## src/rtl/muldiv_seq.sv

```systemverilog
// muldiv_seq: iterative RV32M multiply/divide sequencer for the execute stage.
// Define MULDIV_FAST_MUL_EN to compute multiplies in PREP with one multiplier.
module muldiv_seq #(
  parameter int XLEN = 32
) (
  input  logic            clk,
  input  logic            rst,
  input  logic            start,
  input  logic            flush,
  input  logic [2:0]      funct3,
  input  logic [XLEN-1:0] rs1_data,
  input  logic [XLEN-1:0] rs2_data,
  output logic            busy,
  output logic            done,
  output logic [XLEN-1:0] result,
  output logic            div_zero
);

  localparam int DW = 2 * XLEN;
  localparam int CW = $clog2(XLEN);
  localparam logic [CW-1:0] CLAST = CW'(XLEN - 1);
  localparam logic [XLEN-1:0] SMIN = {1'b1, {(XLEN-1){1'b0}}};

  typedef enum logic [2:0] {
    S_IDLE,
    S_PREP,
    S_CALC,
    S_FIX,
    S_DONE
  } state_t;

  state_t          state_q, state_d;
  logic [2:0]      op_q, op_d;
  logic [XLEN-1:0] a_q, a_d;
  logic [XLEN-1:0] b_q, b_d;
  logic [XLEN-1:0] opb_q, opb_d;
  logic [DW-1:0]   acc_q, acc_d;
  logic            neg_q, neg_d;
  logic [CW-1:0]   cnt_q, cnt_d;
  logic [XLEN-1:0] res_q, res_d;
  logic            dz_q, dz_d;

  logic            is_div, s1, s2, n1, n2;
  logic            bzero, ovf;
  logic [XLEN-1:0] abs1, abs2;
  logic [XLEN:0]   madd, trial;
  logic [DW-1:0]   mstep, dsh, dstep, prod;
  logic [XLEN-1:0] dv, dres, mres;

  assign is_div = op_q[2];
  // Signed rs1: MULH, MULHSU, DIV, REM. Signed rs2: MULH, DIV, REM.
  assign s1 = (op_q[2] & ~op_q[0]) | (~op_q[2] & (op_q[1] ^ op_q[0]));
  assign s2 = (op_q == 3'b001) | (op_q[2] & ~op_q[0]);
  assign n1 = s1 & a_q[XLEN-1];
  assign n2 = s2 & b_q[XLEN-1];
  assign abs1 = n1 ? -a_q : a_q;
  assign abs2 = n2 ? -b_q : b_q;
  assign bzero = (b_q == '0);
  assign ovf = op_q[2] & ~op_q[0] & (a_q == SMIN) & (b_q == '1);

  assign madd = {1'b0, acc_q[DW-1:XLEN]}
              + (acc_q[0] ? {1'b0, opb_q} : '0);
  assign mstep = {madd, acc_q[XLEN-1:1]};

  // The bit shifted out of the remainder joins the trial as its 33rd bit.
  assign dsh = {acc_q[DW-2:0], 1'b0};
  assign trial = acc_q[DW-1:XLEN-1] - {1'b0, opb_q};
  assign dstep = trial[XLEN] ? dsh
               : {trial[XLEN-1:0], dsh[XLEN-1:1], 1'b1};

  assign prod = neg_q ? -acc_q : acc_q;
  assign mres = (op_q[1:0] == 2'b00) ? prod[XLEN-1:0]
              : prod[DW-1:XLEN];
  assign dv = op_q[1] ? acc_q[DW-1:XLEN] : acc_q[XLEN-1:0];
  assign dres = neg_q ? -dv : dv;

`ifdef MULDIV_FAST_MUL_EN
  logic signed [DW-1:0] fa, fb, fprod;
  logic [XLEN-1:0]      fres;
  assign fa = {{XLEN{n1}}, a_q};
  assign fb = {{XLEN{n2}}, b_q};
  assign fprod = fa * fb;
  assign fres = (op_q[1:0] == 2'b00) ? fprod[XLEN-1:0]
              : fprod[DW-1:XLEN];
`endif

  always_comb begin
    state_d = state_q;
    op_d    = op_q;
    a_d     = a_q;
    b_d     = b_q;
    opb_d   = opb_q;
    acc_d   = acc_q;
    neg_d   = neg_q;
    cnt_d   = cnt_q;
    res_d   = res_q;
    dz_d    = dz_q;
    unique case (state_q)
      S_IDLE: begin
        if (start && !flush) begin
          op_d    = funct3;
          a_d     = rs1_data;
          b_d     = rs2_data;
          dz_d    = 1'b0;
          state_d = S_PREP;
        end
      end
      S_PREP: begin
        neg_d = (is_div && op_q[1]) ? n1 : (n1 ^ n2);
        cnt_d = '0;
        acc_d = is_div ? {{XLEN{1'b0}}, abs1}
              : {{XLEN{1'b0}}, abs2};
        opb_d = is_div ? abs2 : abs1;
        if (is_div && bzero) begin
          res_d   = op_q[1] ? a_q : '1;
          dz_d    = 1'b1;
          state_d = S_DONE;
        end else if (ovf) begin
          res_d   = op_q[1] ? '0 : SMIN;
          state_d = S_DONE;
`ifdef MULDIV_FAST_MUL_EN
        end else if (!is_div) begin
          res_d   = fres;
          state_d = S_DONE;
`endif
        end else begin
          state_d = S_CALC;
        end
      end
      S_CALC: begin
        acc_d = is_div ? dstep : mstep;
        cnt_d = cnt_q + 1'b1;
        if (cnt_q == CLAST) state_d = S_FIX;
      end
      S_FIX: begin
        res_d   = is_div ? dres : mres;
        state_d = S_DONE;
      end
      S_DONE: state_d = S_IDLE;
      default: state_d = S_IDLE;
    endcase
    if (flush && state_q != S_IDLE) begin
      state_d = S_IDLE;
      res_d   = res_q;
      dz_d    = dz_q;
    end
  end

  always_ff @(posedge clk) begin
    if (rst) begin
      state_q <= S_IDLE;
      op_q    <= '0;
      a_q     <= '0;
      b_q     <= '0;
      opb_q   <= '0;
      acc_q   <= '0;
      neg_q   <= 1'b0;
      cnt_q   <= '0;
      res_q   <= '0;
      dz_q    <= 1'b0;
    end else begin
      state_q <= state_d;
      op_q    <= op_d;
      a_q     <= a_d;
      b_q     <= b_d;
      opb_q   <= opb_d;
      acc_q   <= acc_d;
      neg_q   <= neg_d;
      cnt_q   <= cnt_d;
      res_q   <= res_d;
      dz_q    <= dz_d;
    end
  end

  assign busy     = (state_q != S_IDLE);
  assign done     = (state_q == S_DONE);
  assign result   = res_q;
  assign div_zero = dz_q;

endmodule

```

## config.mk

```make
export PLATFORM = sky130hd
export DESIGN_NAME = muldiv_seq
export DESIGN_NICKNAME = d
export VERILOG_FILES = /design/src/rtl/muldiv_seq.sv
export SDC_FILE = /design/constraint.sdc
export NUM_CORES = 1
export LEC_CHECK = 0
export ABC_AREA = 1
export CAP_MARGIN = 20
export CORE_MARGIN = 4
export CORE_UTILIZATION = 46
export CTS_CLUSTER_DIAMETER = 40
export DETAILED_ROUTE_END_ITERATION = 8
export GPL_TIMING_DRIVEN = 1
export PLACE_DENSITY = 0.74
export SLEW_MARGIN = 20
export SYNTH_ARGS = -nofsm -noshare
export SYNTH_HDL_FRONTEND = slang
export SYNTH_SLANG_ARGS = --single-unit
```

## constraint.sdc

```tcl
create_clock -name clk -period 3.4 [get_ports clk]
set_input_delay 0.51 -clock clk [delete_from_list [all_inputs] [get_ports clk]]
set_output_delay 0.51 -clock clk [all_outputs]
set_load 0.005 [all_outputs]
```

After elaboration in Yosys (flattened, before gate mapping):

Cells that the tools add are included.

* mux-type cells: 28
* bitwise operators: 13
* reductions and logical operators: 17
* equal/unequal tests: 12
* add/subtract/negate cells: 7

Operators by type and width (count)
* 32-bit two-way mux: 13
* 64-bit two-way mux: 3
* 64-bit one-hot mux with 2 select lines: 1
* 32-bit negation: 3
* 32-bit equality test (second input constant): 2
* 64-bit negation: 1
* 32-bit one-hot mux with 2 select lines: 1
* 32-bit by 32-bit adder with 33-bit output: 1
* 33-bit by 32-bit subtractor with 33-bit output: 1
* 32-bit zero test: 1
* 3-bit two-way mux: 4
* 3-bit one-hot mux with 4 select lines: 1
* 5-bit one-hot mux with 2 select lines: 1
* 1-bit bitwise AND: 6
* 3-bit by 1-bit equality test with 1-bit output (second input constant): 2
* 3-bit by 2-bit equality test with 1-bit output (second input constant): 2
* 2-bit != test (second input constant): 3
* 2-bit nonzero test: 3
* 5-bit by 1-bit adder with 5-bit output (second input constant): 1
* 5-bit equality test (second input constant): 1
* 1-bit logical AND: 4
* 2-bit AND reduction: 2
* 4-bit AND reduction: 1
* 3-bit equality test (second input constant): 1
* other kinds (12): 18

* logic and storage cells: 87
* input bits: 71
* flip-flop bits (word level): 205
* output and inout bits: 35

Longest topological paths before layout:

* word-level depth: 7
* gate-level depth with buffers: 22
* depth with buffers taken out: 20

Worst setup path before layout:

No wires, ideal clock.

* path type: register -> register
* start: reg acc_q[0]
* end: reg acc_q[59]
* cell stages (with the launch flop): 22
* slack: 660 ps
* required time: 3268 ps
* clock period less this slack: 2740 ps
* library setup time: 132 ps
* buffers on the path: 2
* data arrival time: 2607 ps
* cells stage by stage: dfxtp_1 -> buf_2 -> buf_1 -> nand2_1 -> inv_1 -> ha_1 -> inv_1 -> fa_1 -> inv_1 -> nand2_1 -> o21ai_0 -> nand2_1 -> nand2_1 -> nand2_1 -> nand2_1 -> nand2_1 -> nand3_1 -> nand2_1 -> nor2_1 -> nor2_1 -> nand2_1 -> a21oi_1

* cells in the longest elaborated chain, start to end: 4

Ends and longest elaborated chain
* start, declared: RTL line 37 `logic [DW-1:0] acc_q, acc_d;`
* start signal, assigned: RTL line 156 `acc_q <= '0;`
* start signal, assigned: RTL line 167 `acc_q <= acc_d;`
* 32-bit two-way mux: RTL line 62 `+ (acc_q[0] ? {1'b0, opb_q} : '0);`
* 32-bit by 32-bit adder with 33-bit output: RTL line 62
* 64-bit two-way mux: RTL line 131 `acc_d = is_div ? dstep : mstep;`
* 64-bit one-hot mux with 2 select lines: RTL line 98 `unique case (state_q)`

No other way between the ends.
A chain may end at the register's enable or synchronous reset.

Worst setup path in the final report:

* start: reg acc_q[31]
* end: reg acc_q[61]

* cells in the longest elaborated chain, start to end: 4

Ends and longest elaborated chain
* 33-bit by 32-bit subtractor with 33-bit output: RTL line 67 `assign trial = acc_q[DW-1:XLEN-1] - {1'b0, opb_q};`
* 64-bit two-way mux: RTL line 68 `assign dstep = trial[XLEN] ? dsh`
* 64-bit two-way mux: RTL line 131
* 64-bit one-hot mux with 2 select lines: RTL line 98

No other way between the ends.

==> summary.md <==
| Metric | Value |
|---|---|
| F_max | `roughly 0.32 GHz` |
| Hold WC Path Type | `flop to flop` |
| CP Depth | `19` |
| Crit path largest cell delay | `450 ps` |
| Initial Util | `46.65%` |
| Post-CTS Resized | `0` |
| GP Congestion | `1.111` |
| Sequential share of the synthesized area | `between 20% and 30%` |
| Layout cells sized above 1 | `under 10%` |
| Critical Path Most Common Cell | `nand2_1` |
| Reg2reg path depth | `19` |
| WP data arrival | `approximately 3600 ps` |
| Ports | `106` |
| Async set or reset register ratio after synthesis | `0%` |
| Setup bufs post-CTS | `0` |
| Seq pwr share | `between 10% and 20%` |
| Syn Area/Cell | `between 5 and 6 um2` |
| Worst-margin pin slew | `between 1000 and 1500 ps` |
| DR DRC count | `0` |
| Nature of the critical path startpoint | `flop` |
| H-tree depth | `2` |
| DP HPWL | `68870 um` |
| Gr usage total | `a little over a third` |
| RR Endpoint | `acc_q[61]` |
| Synth warn | `0` |
| Yosys cell types | `49` |
| Top-count cell post-synth | `nand2_1` |
| # setup viols final | `0` |
| Worst EP required | `around 3900 ps` |
| Fillers | `about 4500` |
| Pwr Density | `slightly above 700 nW/um2` |
| Avg WL per Cell | `around 21 um` |
| Slowest cell on the critical path | `fa_1` |
| Most frequent cells after synthesis | `988 x nand2_1, 416 x inv_1, 405 x nor2_1` |
| Core Util, Final | `a little over half` |
| Final setup TNS | `0 ps` |
| TritonCTS Buffers | `36` |
| DIE HEIGHT | `approximately 220 um` |
| Core Region | `roughly 43000 um2` |
| Hold_buf cts | `0` |
| Drt first pass iters | `7` |
| # Max-Cap Violations | `0` |
| CP Capture Type | `flop` |
| Worst setup path endpoint | `acc_q[61]` |
| WHS Path Cells | `2` |
| Reg2Reg Setup Slack | `~270 ps` |
| Area Overhead vs Synth | `15.17%` |
| Cell chain of the critical path | `inv_1 -> ha_1 -> fa_1 -> inv_1 -> nand2_1 -> nand2_1 -> nand3_1 -> nand2_1 -> nand2_1 -> nand2_2 -> nand2_2 -> nand2_1 -> nand2_1 -> nand2_2 -> buf_4 -> nand3_1 -> nand3_1 -> nand2_1 -> a21oi_1` |
| Slew HR | `22.25%` |
| RSZ-0062 raised after global routing | `no` |
| Crit path max fanout | `32` |
| CTS max path bufs | `3` |
| Register Area | `just over 4000 um2` |
| Pin count of the biggest net entering global routing | `around 170` |
| Global route overflow | `0` |
| Vias in the first global route | `around 22000` |
| Synthesized cell area | `between 20000 and 25000 um2` |
| Ys flop type | `dfxtp_1` |
| Maximum VDD drop | `between 0.5 and 0.6 mV` |
| Final worst path period share | `between 90% and 100%` |
| Int Power | `~8.1 mW` |
| CTS tree | `done` |
| Synthesis-stage register bit count | `approximately 210` |
| Crit path from | `acc_q[31]` |
| First-pass GRT wire length | `roughly 130000 um` |
| Final Hold Fails | `0` |
| Vias per cell | `5.835` |
| Row count | `between 70 and 80` |
| Crit path time final | `3134 ps` |
| Setup Skew | `19.15 ps` |
| Final nets | `about 3800` |
| Pleak | `between 10 and 15 nW` |
| Dpl cell area | `about 22000 um2` |
| Synth top area share | `20.33%` |
| Pins Over Slew Limit | `0` |
| RR Startpoint | `acc_q[31]` |
| NetSw | `between 8 and 9 mW` |
| Crit path max-delay family | `simple AND/OR/NAND/NOR gates` |
| Area of the multi-input gates | `13780 um2` |
| Synth area leaders | `dfxtp_1 20%, nand2_1 18%, nand3_1 9.8%, inv_1 7.7%, nor2_1 7.5%` |
| Die width | `approximately 220 um` |
| Number of synthesized flops with an enable pin | `0` |
| Final WL | `87990 um` |
| Outcome | `finished clean` |
| DR vias | `between 20000 and 25000` |
| Antenna violations before repair | `1` |
| Post-Synthesis Cells | `roughly 3600` |
| Clk slew on worst S/H paths | `50 ps` |
| Clk sinks | `205` |
| Antenna Violating Nets Remaining | `0` |
| Sw frac | `between 50% and 60%` |
| Clk pwr share | `between 20% and 30%` |
| Comb pwr share | `between 50 and 60%` |
| Clock root cell | `clkbuf_16` |
| Synth area leader | `dfxtp_1` |
| Crit path kind | `flop to flop` |
| Total power | `around 17 mW` |
| Final instance area | `roughly 23000 um2` |
| Die area | `47300 um2` |
| Number of port buffers | `roughly 110` |
| Worst path bufs/invs | `3` |
| DR iter-0 viols | `3245` |
| Syn Nets | `about 3700` |
| # diodes | `0` |
| Worst-Skew Late Latency | `between 500 and 600 ps` |
cell type report:
type / count / area share (%)
sequential: 205 / 17.69
clock buffer: 40 / 4.031
multi-input combinational: 2807 / 59.25
tap: 585 / 3.148
inverter: 428 / 6.921
clock inverter: 26 / 1.528
timing repair buffer: 184 / 7.427
worst register-to-register path: cells and delay by family (launching register included):
kind	cells	cell delay [ps]
AOI/OAI and AO/OA	1	110
adders and majority gates	2	660
buffers and inverters	3	570
DFF	1	430
and+or+nand+nor	13	1300
state kept, by name, summed over array words and instances (netlist names):
signal,cells
b_q,32
op_q,3
result,32
div_zero,1
state_q,3
a_q,32
cnt_q,5
neg_q,1
acc_q,64
opb_q,32
kinds of logic after synthesis:
family	synth area share, %
AOI/OAI and AO/OA	19.48
xor gates and xnor gates	2.907
adders and majority gates	4.723
buffers and inverters	11.56
DFF	20.33
and+or+nand+nor	41.00
power groups by stage:
stage | registers [mW] | clock network, mW | logic (mW)
floorplan | 2.99 | 0 | 6.71
global placement | 3.19 | 0 | 9.37
detailed placement | 3.19 | 0 | 9.40
CTS | 3.14 | 3.94 | 9.44
global route | 3.19 | 4.07 | 10.6
finish | 3.17 | 3.94 | 9.80
per-stage QoR:
step	hold slack, ps	setup slack [ps]	cells
detailed placement	461.3	348.8	4208
floorplan	436.4	660.4	3597
global route	502.9	82.92	4275
CTS	472.1	328.9	4274
global placement	454.5	364.5	4208
finish	467.2	266.4	4275
worst min path at each step:
stage | slack, ps | from | to
CTS | 470 | cnt_q[3] | cnt_q[3]
global placement | 450 | cnt_q[4] | cnt_q[4]
detailed placement | 460 | cnt_q[3] | cnt_q[3]
global route | 500 | cnt_q[3] | cnt_q[3]
finish | 470 | result[29] | result[29]
floorplan | 440 | cnt_q[3] | cnt_q[3]
layout by cell type (no fill, tap or decap), drive strengths merged, types with 2 or more instances in the layout:
cell	synthesis	routed
bufinv	0	6
o211ai	64	64
nand2	1007	1007
fa	2	2
nand4	55	55
nor2	419	419
o21ai	282	282
o22ai	12	12
clkinv	3	6
inv	425	441
xnor2	12	12
nand3	398	398
a31o	2	2
and2	5	5
nand3b	16	16
dfxtp	205	205
nor3	33	33
clkdlybuf4s50	0	104
nor4	10	10
o21bai	15	15
buf	57	80
a31oi	27	27
a21oi	294	294
xor2	55	55
clkbuf	100	40
or2	10	10
o21a	3	3
ha	73	73
a21o	6	6
per-layer routing:
metal	routed length, um	vias up	GRT usage, %
li1	-	11940	-
met1	35050	11160	47.09
met2	36810	1548	53.58
met3	9853	301	7.385
met4	6252	2	21.31
met5	17	-	0
Power figures use the tool's default switching activity.
